**src/rtl/md_issue_ctrl_pkg.sv**
```systemverilog
// rtl/md_issue_ctrl_pkg.sv - alu_ctrl codes, mult/div FSM states and decode helpers
//
// Shared by md_issue_ctrl and md_sign_fix. The M-extension codes occupy one
// aligned block of eight, so alu_ctrl[2:0] is the op index within the block
// and alu_ctrl[2] separates divide from multiply.
package md_issue_ctrl_pkg;

    localparam int MD_CTRL_W = 5;

    localparam logic [MD_CTRL_W-1:0] ALUCTRL_ADD    = 5'h00;
    localparam logic [MD_CTRL_W-1:0] ALUCTRL_SUB    = 5'h01;
    localparam logic [MD_CTRL_W-1:0] ALUCTRL_AND    = 5'h02;
    localparam logic [MD_CTRL_W-1:0] ALUCTRL_OR     = 5'h03;
    localparam logic [MD_CTRL_W-1:0] ALUCTRL_XOR    = 5'h04;
    localparam logic [MD_CTRL_W-1:0] ALUCTRL_MUL    = 5'h10;
    localparam logic [MD_CTRL_W-1:0] ALUCTRL_MULH   = 5'h11;
    localparam logic [MD_CTRL_W-1:0] ALUCTRL_MULHSU = 5'h12;
    localparam logic [MD_CTRL_W-1:0] ALUCTRL_MULHU  = 5'h13;
    localparam logic [MD_CTRL_W-1:0] ALUCTRL_DIV    = 5'h14;
    localparam logic [MD_CTRL_W-1:0] ALUCTRL_DIVU   = 5'h15;
    localparam logic [MD_CTRL_W-1:0] ALUCTRL_REM    = 5'h16;
    localparam logic [MD_CTRL_W-1:0] ALUCTRL_REMU   = 5'h17;

    typedef enum logic [2:0] {
        MD_IDLE,
        MD_ISSUE,
        MD_WAIT,
        MD_DONE,
        MD_DRAIN
    } md_state_e;

    // Index within the M-extension block (alu_ctrl[2:0]).
    typedef enum logic [2:0] {
        OP_MUL,
        OP_MULH,
        OP_MULHSU,
        OP_MULHU,
        OP_DIV,
        OP_DIVU,
        OP_REM,
        OP_REMU
    } md_op_e;

    function automatic logic alu_ctrl_is_md(input logic [MD_CTRL_W-1:0] c);
        return (c >= ALUCTRL_MUL) && (c <= ALUCTRL_REMU);
    endfunction

    function automatic logic alu_ctrl_is_div(input logic [MD_CTRL_W-1:0] c);
        return (c >= ALUCTRL_DIV) && (c <= ALUCTRL_REMU);
    endfunction

endpackage

```
**src/rtl/md_sign_fix.sv**
```systemverilog
// rtl/md_sign_fix.sv - operand magnitude conversion and result sign fix-up (combinational)
//
// Ports:
//   op      in   md_op_e   op currently in EX (operand side)
//   rs1/rs2 in   XLEN      raw operands
//   op_q    in   md_op_e   op latched at issue (result side)
//   neg_q   in   1         latched negate flag
//   md_out  in   2*XLEN    raw unit result
//   opnd_a  out  XLEN      unsigned operand A for the unit
//   opnd_b  out  XLEN      unsigned operand B for the unit
//   neg     out  1         negate flag for the op in EX
//   fixed   out  XLEN      selected and sign-corrected result
module md_sign_fix
    import md_issue_ctrl_pkg::*;
#(
    parameter int XLEN = 32
) (
    input  md_op_e            op,
    input  logic [XLEN-1:0]   rs1,
    input  logic [XLEN-1:0]   rs2,
    input  md_op_e            op_q,
    input  logic              neg_q,
    input  logic [2*XLEN-1:0] md_out,
    output logic [XLEN-1:0]   opnd_a,
    output logic [XLEN-1:0]   opnd_b,
    output logic              neg,
    output logic [XLEN-1:0]   fixed
);

    localparam int W2 = 2 * XLEN;

    logic            s1;
    logic            s2;
    logic [XLEN-1:0] abs1;
    logic [XLEN-1:0] abs2;
    logic [XLEN-1:0] lo;
    logic [XLEN-1:0] hi;
    logic [XLEN-1:0] lo_n;
    logic [XLEN-1:0] hi_n;
    logic [XLEN-1:0] prod_hi_n;

    always_comb begin
        s1   = rs1[XLEN-1];
        s2   = rs2[XLEN-1];
        // The most negative value maps to itself, which is its correct unsigned magnitude.
        abs1 = s1 ? (~rs1 + XLEN'(1)) : rs1;
        abs2 = s2 ? (~rs2 + XLEN'(1)) : rs2;

        opnd_a = rs1;
        opnd_b = rs2;
        neg    = 1'b0;
        case (op)
            OP_MULH, OP_DIV: begin
                opnd_a = abs1;
                opnd_b = abs2;
                neg    = s1 ^ s2;
            end
            OP_MULHSU: begin
                opnd_a = abs1;
                neg    = s1;
            end
            OP_REM: begin
                opnd_a = abs1;
                opnd_b = abs2;
                neg    = s1;
            end
            default: ;
        endcase

        lo   = md_out[XLEN-1:0];
        hi   = md_out[W2-1:XLEN];
        lo_n = neg_q ? (~lo + XLEN'(1)) : lo;
        hi_n = neg_q ? (~hi + XLEN'(1)) : hi;
        // High half of a 2*XLEN negate: the +1 only carries into the high half
        // when the low half is zero.
        prod_hi_n = neg_q ? (~hi + XLEN'(lo == '0)) : hi;

        case (op_q)
            OP_MUL:                       fixed = lo;
            OP_MULH, OP_MULHSU, OP_MULHU: fixed = prod_hi_n;
            OP_DIV, OP_DIVU:              fixed = lo_n;
            default:                      fixed = hi_n;
        endcase
    end

endmodule

```
**src/rtl/md_issue_ctrl.sv**
```systemverilog
// rtl/md_issue_ctrl.sv - EX-stage mult/div issue controller (initiator side of md_valid/md_ready)
//
// Ports:
//   clk, rst_n        clock, asynchronous active-low reset
//   ex_valid/ex_flush EX occupancy and squash
//   alu_ctrl          operation code
//   rs1_data/rs2_data operands
//   md_ready/md_out   unit completion pulse and {hi,lo} / {rem,quot} result
//   md_valid          one-cycle issue pulse
//   md_mode           0 multiply, 1 divide
//   md_in_a/md_in_b   unsigned operands to the unit
//   stall             hold PC/IF/ID/EX
//   result            final result, valid with result_valid
//   result_valid      one-cycle completion pulse
module md_issue_ctrl
    import md_issue_ctrl_pkg::*;
#(
    parameter int XLEN   = 32,
    parameter int CTRL_W = MD_CTRL_W
) (
    input  logic              clk,
    input  logic              rst_n,
    input  logic              ex_valid,
    input  logic              ex_flush,
    input  logic [CTRL_W-1:0] alu_ctrl,
    input  logic [XLEN-1:0]   rs1_data,
    input  logic [XLEN-1:0]   rs2_data,
    input  logic              md_ready,
    input  logic [2*XLEN-1:0] md_out,
    output logic              md_valid,
    output logic              md_mode,
    output logic [XLEN-1:0]   md_in_a,
    output logic [XLEN-1:0]   md_in_b,
    output logic              stall,
    output logic [XLEN-1:0]   result,
    output logic              result_valid
);

    localparam logic [XLEN-1:0] XMIN = {1'b1, {(XLEN-1){1'b0}}};

    md_state_e       state;
    md_state_e       state_n;
    md_op_e          op_in;
    md_op_e          op_q;
    logic            neg_q;
    logic            neg_in;
    logic            is_md;
    logic            accept;
    logic            div_zero;
    logic            div_ovf;
    logic            special;
    logic            is_rem;
    logic [XLEN-1:0] special_res;
    logic [XLEN-1:0] opnd_a;
    logic [XLEN-1:0] opnd_b;
    logic [XLEN-1:0] fixed;

    md_sign_fix #(.XLEN(XLEN)) u_sign_fix (
        .op     (op_in),
        .rs1    (rs1_data),
        .rs2    (rs2_data),
        .op_q   (op_q),
        .neg_q  (neg_q),
        .md_out (md_out),
        .opnd_a (opnd_a),
        .opnd_b (opnd_b),
        .neg    (neg_in),
        .fixed  (fixed)
    );

    // Decode and the div-by-zero / overflow results, which never reach the unit.
    always_comb begin
        is_md    = alu_ctrl_is_md(alu_ctrl);
        op_in    = md_op_e'(alu_ctrl[2:0]);
        accept   = ex_valid & is_md & ~ex_flush;
        is_rem   = (op_in == OP_REM) || (op_in == OP_REMU);
        div_zero = alu_ctrl_is_div(alu_ctrl) && (rs2_data == '0);
        div_ovf  = is_md && ((op_in == OP_DIV) || (op_in == OP_REM)) &&
                   (rs1_data == XMIN) && (rs2_data == '1);
        special  = div_zero | div_ovf;
        if (div_zero) begin
            special_res = is_rem ? rs1_data : '1;
        end else begin
            special_res = is_rem ? '0 : XMIN;
        end
    end

    always_comb begin
        state_n      = state;
        md_valid     = 1'b0;
        result_valid = 1'b0;
        // Gated by rst_n so every output reads 0 while reset is held.
        stall        = rst_n & ex_valid & is_md & ~ex_flush & (state != MD_DONE);
        case (state)
            MD_IDLE: begin
                if (accept) begin
                    state_n = special ? MD_DONE : MD_ISSUE;
                end
            end
            MD_ISSUE: begin
                // The pulse goes out even when flushed; the unit is then drained.
                md_valid = 1'b1;
                state_n  = ex_flush ? MD_DRAIN : MD_WAIT;
            end
            MD_WAIT: begin
                if (md_ready) begin
                    state_n = ex_flush ? MD_IDLE : MD_DONE;
                end else if (ex_flush) begin
                    state_n = MD_DRAIN;
                end
            end
            MD_DONE: begin
                result_valid = ~ex_flush;
                state_n      = MD_IDLE;
            end
            MD_DRAIN: begin
                if (md_ready) begin
                    state_n = MD_IDLE;
                end
            end
            default: state_n = MD_IDLE;
        endcase
    end

    always_ff @(posedge clk or negedge rst_n) begin
        if (!rst_n) begin
            state   <= MD_IDLE;
            op_q    <= OP_MUL;
            neg_q   <= 1'b0;
            md_mode <= 1'b0;
            md_in_a <= '0;
            md_in_b <= '0;
            result  <= '0;
        end else begin
            state <= state_n;
            case (state)
                MD_IDLE: begin
                    if (accept) begin
                        op_q    <= op_in;
                        md_mode <= alu_ctrl_is_div(alu_ctrl);
                        if (special) begin
                            result <= special_res;
                        end else begin
                            md_in_a <= opnd_a;
                            md_in_b <= opnd_b;
                            neg_q   <= neg_in;
                        end
                    end
                end
                MD_WAIT: begin
                    // md_out is only meaningful in the md_ready cycle.
                    if (md_ready) begin
                        result <= fixed;
                    end
                end
                default: ;
            endcase
        end
    end

endmodule
```
**config.mk**
```make
export PLATFORM = sky130hd
export DESIGN_NAME = md_issue_ctrl
export DESIGN_NICKNAME = d
export VERILOG_FILES = /design/src/rtl/md_issue_ctrl_pkg.sv /design/src/rtl/md_sign_fix.sv /design/src/rtl/md_issue_ctrl.sv
export SDC_FILE = /design/constraint.sdc
export NUM_CORES = 1
export LEC_CHECK = 0
export CORE_UTILIZATION = 50
export DETAILED_ROUTE_END_ITERATION = 10
export HOLD_SLACK_MARGIN = 0.08
export PLACE_DENSITY = 0.85
export REMOVE_ABC_BUFFERS = 1
export SLEW_MARGIN = 10
export SYNTH_ARGS = -nofsm -noshare
export SYNTH_HDL_FRONTEND = slang
export SYNTH_SLANG_ARGS = --single-unit
```
**constraint.sdc**
```tcl
create_clock -name clk -period 4.4 [get_ports clk]
set_clock_uncertainty 0.2 [all_clocks]
set_input_delay 0.66 -clock clk [delete_from_list [all_inputs] [get_ports clk]]
set_output_delay 0.66 -clock clk [all_outputs]
set_load 0.01 [all_outputs]
```
* After elaboration in Yosys (flattened, before gate mapping)
Cells that the tools add are included.
** Word-level totals
- Flip-flop bits (word level) :: 104
- Input bits :: 138
- Output and inout port bits :: 100
** Operators by class
- $add $sub $neg :: 5
- Order comparisons :: 3
- Equal/unequal tests :: 22
- Mux-type cells :: 26
- Bitwise logic cells :: 14
- Reduce and logical (&&, ||, !) cells :: 23
** Operator list (count)
- 32-bit 2-to-1 mux :: 13
- 32-bit by 1-bit adder with 32-bit output, second input constant :: 4
- 32-bit inverter :: 4
- 32-bit case mux with 3 select lines :: 1
- 32-bit == test, second input constant :: 2
- 32-bit zero test :: 2
- 32-bit case mux with 2 select lines :: 1
- 32-bit by 1-bit adder with 32-bit output :: 1
- 3-bit == test, second input constant :: 6
- 3-bit by 2-bit == test with 1-bit output, second input constant :: 5
- 3-bit 2-to-1 mux :: 5
- 3-bit case mux with 4 select lines :: 1
- 5-bit greater-or-equal comparator, second input constant :: 2
- 3-bit by 1-bit == test with 1-bit output, second input constant :: 3
- 2-bit != test, second input constant :: 4
- 1-bit bitwise AND :: 6
- 1-bit logical AND :: 6
- 3-bit zero test :: 2
- 3-bit AND reduction :: 2
- 2-bit OR reduction :: 3
- 3-bit OR reduction :: 2
- 5-bit <= comparator, second input constant :: 1
- 2-bit 2-to-1 mux :: 2
- 4-bit AND reduction :: 1
- other kinds (11) :: 14

* Depth between registers and ports, before layout
Gate-level depths: netlist of the first run.
- Depth in word-level cells :: 9
- Mapped depth :: 15
- Gate-level depth less buffers :: 14

* Modules after synthesis
Synthesis of the first run repeated with hierarchy kept, for this count alone.
** Second synthesis, totals
- Cell total of the unflattened synthesis :: 1103
- Area total of the unflattened synthesis :: 9193.8 sq um
** By module, submodules not included
- md_issue_ctrl :: instances 1, cells each 396, area each 4760.8 sq um, sequential area each 2602.5 sq um
- md_sign_fix :: instances 1, cells each 707, area each 4433.0 sq um, sequential area each 0.0 sq um

* Worst setup path before layout of the first run
Ideal clock, no wire load.
- Path kind :: input port to flip-flop
- From :: input port md_out[0]
- To :: register result[30]
- Library setup time :: 95 ps
- Data arrival time :: 4275 ps
- Setup slack :: -171 ps
- Stages on the path :: 15
- Path buffers :: 1
- Cells stage by stage :: inv_1 -> ha_1 -> or4b_1 -> buf_2 -> nor4_4 -> nand4_2 -> nor4_1 -> ha_1 -> or4b_1 -> or3_1 -> o41ai_1 -> xor2_1 -> o221ai_1 -> a21oi_1 -> o31ai_1
** Between the ends
- Word-level cells in the longest chain between the ends :: 6
** RTL lines
- start: declaration :: RTL line md_issue_ctrl.sv:29 : input logic [2*XLEN-1:0] md_out,
- 32-bit zero test or 32-bit inverter (tied branches) :: RTL line md_sign_fix.sv:76, md_sign_fix.sv:72
- 32-bit by 1-bit adder with 32-bit output, on equally long branches :: RTL line md_sign_fix.sv:76, md_sign_fix.sv:72
- 32-bit 2-to-1 mux, on equally long branches :: RTL line md_sign_fix.sv:76, md_sign_fix.sv:72
- 32-bit case mux with 3 select lines * :: RTL line md_sign_fix.sv:78 : case (op_q)
- 32-bit 2-to-1 mux * :: RTL line md_issue_ctrl.sv:152 : if (md_ready) begin
- 32-bit case mux with 2 select lines * :: RTL line md_issue_ctrl.sv:136 : case (state)
- end signal: assignment :: RTL line md_issue_ctrl.sv:142 : result <= special_res;
- end signal: assignment :: RTL line md_issue_ctrl.sv:153 : result <= fixed;
- end: declaration :: RTL line md_issue_ctrl.sv:35 : output logic [XLEN-1:0] result,
Every way passes the cells marked *; elsewhere a longest branch is shown, timed or not. The select of a mux whose other input is x is not followed.
A chain may end at the register's enable or synchronous reset.

* Worst setup path after layout of the first run
- From :: input port md_out[6]
- To :: register result[24]
The elaborated chain is that of the path after synthesis.

==> results of run 1 <==
flip-flops by register name (all words and copies together), names as in the netlist:
| register | cells |
|---|---|
| state | 3 |
| neg_q | 1 |
| md_mode | 1 |
| result | 32 |
| md_in_a | 32 |
| md_in_b | 32 |
| op_q | 3 |
power by group:
part           total (uW)  switching, uW  internal (uW)
Sequential           1400            190           1210
Combinational        2340           1270           1080
Clock                 887            398            489
Total                4630           1850           2780
per-layer routing:
| layer | part of all wire [%] | vias up |
|---|---|---|
| li1 | - | 4751 |
| met1 | 40 | 5047 |
| met2 | 44 | 759 |
| met3 | 11 | 147 |
| met4 | 5.4 | 0 |
| met5 | 0 | - |
final timing paths:
check,startpoint,to,cells after the start
max,md_out[6],result[24]$_DFFE_PN0P_,14
min,rst_n,md_mode$_DFFE_PN0P_,2
min reg2reg,result[5]$_DFFE_PN0P_,result[5]$_DFFE_PN0P_,2
max reg2reg,op_q[2]$_DFFE_PN0P_,result[29]$_DFFE_PN0P_,8
min in group clk,result[5]$_DFFE_PN0P_,result[5]$_DFFE_PN0P_,2
max in group asynchronous,rst_n,result[30]$_DFFE_PN0P_,3
through the flow:
step	util (%)	hold slack [ns]	setup slack, ns	instances
2_1_floorplan	-	0.164	-1.77	1043
3_3_place_gp	70.5	0.262	-0.510	1605
3_5_place_dp	70.5	0.271	-0.645	1605
4_1_cts	72.6	0.251	0.000265	1621
5_1_grt	73.3	0.292	-0.0343	1623
6_report	73.3	0.244	0.0872	1623
cells by family after synthesis:
kind of cell,after synthesis,share of synthesized area [%]
and+or+nand+nor,434,25.4
AOI/OAI and AO/OA,363,27.1
DFF,104,30.1
buffers and inverters,99,4.59
xor gates and xnor gates,93,9.42
muxes,20,2.47
adders and majority gates,7,1.01
layout by cell type, fill, tap and decap left out, types with 5 or more instances in the layout:
| cell type | count |
|---|---|
| clkdlybuf4s50_1 | 231 |
| nor2_1 | 151 |
| a21oi_1 | 106 |
| buf_4 | 105 |
| dfrtp_1 | 104 |
| nand2_1 | 85 |
| o21ai_0 | 69 |
| xor2_1 | 47 |
| xnor2_1 | 46 |
| nor3_1 | 32 |
| o31ai_1 | 29 |
| or4_1 | 25 |
| nand3_1 | 23 |
| inv_1 | 22 |
| nor4_1 | 21 |
| a31oi_1 | 19 |
| nand4_1 | 19 |
| o221ai_1 | 19 |
| o41ai_1 | 14 |
| or3_1 | 13 |
| o21ai_1 | 12 |
| nand2b_1 | 11 |
| o211ai_1 | 11 |
| a221oi_1 | 9 |
| mux2_2 | 9 |
| mux2i_1 | 9 |
| clkbuf_16 | 9 |
| o22ai_1 | 8 |
| nor3b_1 | 7 |
| or2_2 | 6 |
| a22oi_1 | 6 |
| nor2b_1 | 5 |
| and3_1 | 5 |
| ha_1 | 5 |
| dlymetal6s2s_1 | 5 |
cell type report:
class                   instances  share of cell area (%)
flip-flops and latches        104                    21.2
repair buffers                345                    26.3
clock buffers                  12                    2.17
multi-input cells             917                    47.1
clock inverters                 3                   0.387
inverters                      22                   0.672
well taps                     220                    2.24
timing repair:
action / CTS / global route
endpoints found under the setup margin: 16 / 17
setup buffers: 1 / 2
pin swaps: 3 / 16
resized for setup: 9 / 28
critical path: stages:
cell and delay [ns]:
clkdlybuf4s50_1 0.44, or3_1 0.48, nor4_4 0.34, nand4_2 0.17
nor4_4 0.28, ha_2 0.24, or4b_4 0.48, or3_4 0.43
buf_6 0.15, o21ai_4 0.15, a22oi_1 0.08, a211o_1 0.24
o221ai_1 0.14, o21ai_1 0.08
==> flow_metrics.py, run 1 <==
metrics = {
    "routing": {
        "ant_nets": 0,
        "drc": 0,
        "wirelength_um": 38100,
        "vias": 10700,
        "avgRoutedWirePerCell_um": 23.5,
        "dr.pass1.iters": 6,
        "vias_per_cell": 6.60,
        "drt-initial-drc-count": 1205,
    },
    "placed_design": {
        "place.gp.congestion": 1.05,
        "place_area_sq_um": 11800,
        "portBuffers": 237,
        "dp.final_hpwl_um": 28900,
    },
    "global_routing": {
        "met2_usage_pct": 63.5,
        "grt_util_met1_pct": 57.5,
        "grt_pass1_vias": 10100,
        "grt_first_pass_wirelength_um": 58000,
        "grt_start_max_net_pins": 126,
        "antenna_found_initial": 0,
        "met3_usage_pct": 8.71,
        "grt_usage_pct": 42.4,
        "grt.busiest_layer": "met2",
        "overflow": 0,
    },
    "cells_and_area": {
        "multi_input_area_sq_um": 5790,
        "final_cell_area_sq_um": 12300,
        "seq_area_sq_um": 2600,
        "drive_gt1_share_pct": 12.4,
        "num-nets-final": 1544,
        "n_antenna_cell": 0,
        "fillers": 1321,
        "syn2layout_area_growth_pct": 42.1,
    },
    "clock_tree": {
        "clk_latency_ns": 0.36,
        "cts_tree": "yes",
        "clk_pin_slew_ns": 0.08,
        "htree_num_levels": 3,
        "cts_root_buffer": "clkbuf_16",
        "numCtsBuffers": 9,
        "cts_buffer_depth": 2,
        "ctsHoldBuffers": 0,
        "clock-sinks": 104,
    },
    "sta": {
        "worst_slew_pin_slew_ns": 1.12,
        "slew_violations": 0,
        "setup_tns_ns": 0,
        "min_period_over_period_pct": 98.0,
        "finalCriticalPeriod_ns": 4.31,
        "slew_headroom_pct": 25.0,
        "hold_violations": 0,
        "fmax_mhz": 232,
        "finalSetupViolCount": 0,
    },
    "critical_path": {
        "path_class": "input port to register",
        "cp.required_ns": 4.45,
        "crit_path_start_kind": "input port",
        "crit_path_end_kind": "register",
        "r2r_slack_ns": 1.14,
        "critPathArrivalTime_ns": 4.36,
        "critical_path_peak_fanout": 4,
    },
    "min_path": {
        "hp-class": "input port to asynchronous set/reset pin",
    },
    "logic_synthesis": {
        "synthTopCellsByCount": "nor2_1 (152), a21oi_1 (106), dfrtp_1 (104), nand2_1 (85), o21ai_0 (75)",
        "yosysSeqAreaShare_pct": 30.1,
        "synth_area_leaders": "dfrtp_1 (30%), nor2_1 (6.6%), a21oi_1 (6.1%)",
        "synthCells": 1120,
        "async_flop_share_pct": 100,
        "yosysTopAreaCell": "dfrtp_1",
        "yosysWarnings": 0,
        "yosysMostFrequentCell": "nor2_1",
        "syn_area_per_cell_sq_um": 7.72,
        "synth-seq-cells": 104,
        "yosysTopAreaCellShare_pct": 30.1,
        "synth_edf_count": 0,
        "syn_area_sq_um": 8650,
        "ys_types": 76,
        "synth_ff_type": "dfrtp_1",
    },
    "die": {
        "die_h_um": 134,
        "rows": 47,
        "die_area_sq_um": 17800,
        "fp.coreArea_sq_um": 16800,
        "dieWidth_um": 134,
        "initial_core_util_pct": 51.6,
        "ios": 238,
    },
    "run_status": {
        "outcome": "complete, no violations",
    },
    "pwr": {
        "p_leak_uw": 0.00466,
        "ir_worst_vdd_mv": 0.248,
        "power.total_uw": 4630,
        "powerDensity_nw_per_um2": 377,
    },
    "flow_run": {
        "maxCapViolations": 0,
    },
}
Note: power is estimated with default switching activity, not from simulation.
==> run 2: changes to the inputs <==
SETUP_SLACK_MARGIN = 0.1   (was unset)
==> run 2 against run 1 <==
  * Largest power group unchanged
  * Sequential share of layout area is essentially flat
  * Register-to-register slack is essentially flat
  * Sequential power is essentially flat
==> flow_metrics.py, run 2 (same netlist as run 1, synthesis figures left out) <==
metrics = {
    "critical_path": {
        "crit_path_start_kind": "input port",
        "critical_path_peak_fanout": 4,
        "cp.required_ns": 4.44,
        "crit_path_end_kind": "register",
        "worst-path-buf-inv": 3,
        "critPathArrivalTime_ns": 4.27,
        "path_class": "input port to register",
        "worstPathCellList": "clkdlybuf4s50_1, or4_1, nor2_1, buf_4, nand4_2, nor4_4, ha_2, or4b_4, or3_4, buf_6, o21ai_4, a22oi_1, a211o_1, o221ai_1, o21ai_0",
        "crit_family": "simple AND/OR/NAND/NOR gates",
        "cpMaxStageDelayCell": "or4_1",
        "cp_slowest_stage_delay_ns": 0.56,
    },
    "routing": {
        "dr.pass1.iters": 6,
        "drt-initial-drc-count": 1185,
        "avgRoutedWirePerCell_um": 23.5,
        "wirelength_um": 38200,
        "drc": 0,
        "vias": 10700,
        "vias_per_cell": 6.60,
        "ant_nets": 0,
    },
    "sta": {
        "slew_violations": 0,
        "slew_headroom_pct": 23.1,
        "setup_tns_ns": 0,
        "finalSetupViolCount": 0,
        "finalCriticalPeriod_ns": 4.23,
        "timing.final.ws_setup_ns": 0.173,
        "grt_setup_unrepaired": "false",
        "min_period_over_period_pct": 96.1,
        "hold_violations": 0,
        "hold_slack_ns": 0.248,
        "worst_slew_pin_slew_ns": 1.15,
        "fmax_mhz": 237,
    },
    "cells_and_area": {
        "n_antenna_cell": 0,
        "num-nets-final": 1545,
        "layout_commonest_cell": "clkdlybuf4s50_1",
        "syn2layout_area_growth_pct": 42.2,
        "drive_gt1_share_pct": 12.5,
        "reg.largest.list": "md_in_a: 32 flops, md_in_b: 32 flops, result: 32 flops",
        "layout_common_cells": "clkdlybuf4s50_1 (229), nor2_1 (151), buf_4 (107)",
    },
    "die": {
        "rows": 47,
        "dieWidth_um": 134,
        "ios": 238,
        "initial_core_util_pct": 51.6,
        "die_area_sq_um": 17800,
        "fp.coreArea_sq_um": 16800,
        "die_h_um": 134,
    },
    "global_routing": {
        "grt_pass1_vias": 10100,
        "overflow": 0,
        "grt_usage_pct": 42.4,
        "grt_start_max_net_pins": 126,
        "antenna_found_initial": 0,
        "grt_first_pass_wirelength_um": 58100,
    },
    "clock_tree": {
        "clk_latency_ns": 0.35,
        "ctsHoldBuffers": 0,
        "cts_root_buffer": "clkbuf_16",
        "cts_tree": "yes",
        "cts_buffer_depth": 2,
        "clk_pin_slew_ns": 0.08,
        "htree_num_levels": 3,
        "clock-sinks": 104,
        "numCtsBuffers": 9,
    },
    "placed_design": {
        "dp.final_hpwl_um": 28900,
        "place.gp.congestion": 1.05,
        "portBuffers": 237,
        "dp_slack_ns": -0.645,
    },
    "pwr": {
        "ir_worst_vdd_mv": 0.248,
        "powerDensity_nw_per_um2": 377,
        "p_leak_uw": 0.00467,
        "power.total_uw": 4640,
    },
    "run_status": {
        "outcome": "complete, no violations",
    },
    "min_path": {
        "hp-class": "input port to asynchronous set/reset pin",
    },
    "flow_run": {
        "maxCapViolations": 0,
    },
}
## run 2: layout make-up
cell class / instances / area, sq um
multi-input combinational: 917 / 5800
fill: 1325 / 4460
timing repair buffer: 346 / 3220
sequential: 104 / 2600
tap: 220 / 275
clock buffer: 12 / 267
inverter: 22 / 82.6
clock inverter: 3 / 47.5
## run 2: per-stage QoR
step | util, % | cells | cell area (sq um)
final | 73.4 | 1624 | 12300
after global routing | 73.4 | 1624 | 12300
after CTS | 72.8 | 1622 | 12200
after detailed placement | 70.5 | 1605 | 11800
after global placement | 70.5 | 1605 | 11800
after floorplan | - | 1043 | 8340
## run 2: repair_timing
action	CTS	global route
pin swaps	10	10
resized for setup	19	19
setup buffers	2	2
endpoints found under the setup margin	23	17
## run 2: power by group
part	switching [uW]	internal (uW)	leakage, uW
clock	400	490	0.000155
sequential	190	1210	0.00126
combinational	1270	1080	0.00326
## run 2: path summary, 6_finish.rpt
check,from,depth (start not counted),slack [ns],end
min,rst_n,2,0.25,md_mode$_DFFE_PN0P_
min reg2reg,result[5]$_DFFE_PN0P_,2,0.29,result[5]$_DFFE_PN0P_
max,md_out[16],15,0.17,result[24]$_DFFE_PN0P_
max in group asynchronous,rst_n,3,2.44,result[30]$_DFFE_PN0P_
min in group clk,result[5]$_DFFE_PN0P_,2,0.29,result[5]$_DFFE_PN0P_
max reg2reg,op_q[2]$_DFFE_PN0P_,8,1.13,result[29]$_DFFE_PN0P_
## run 2: routing by layer
layer | track usage [%] | wire [um]
met3 | 8.68 | 4250
met5 | 0 | 0
met1 | 57.5 | 15200
met4 | 21.8 | 2060
met2 | 63.9 | 16700
==> run 3: changes to the inputs <==
TNS_END_PERCENT = 100   (was unset)
==> results of run 3 <==
No change in the layout: final DEF, timing and power equal those of run 2.
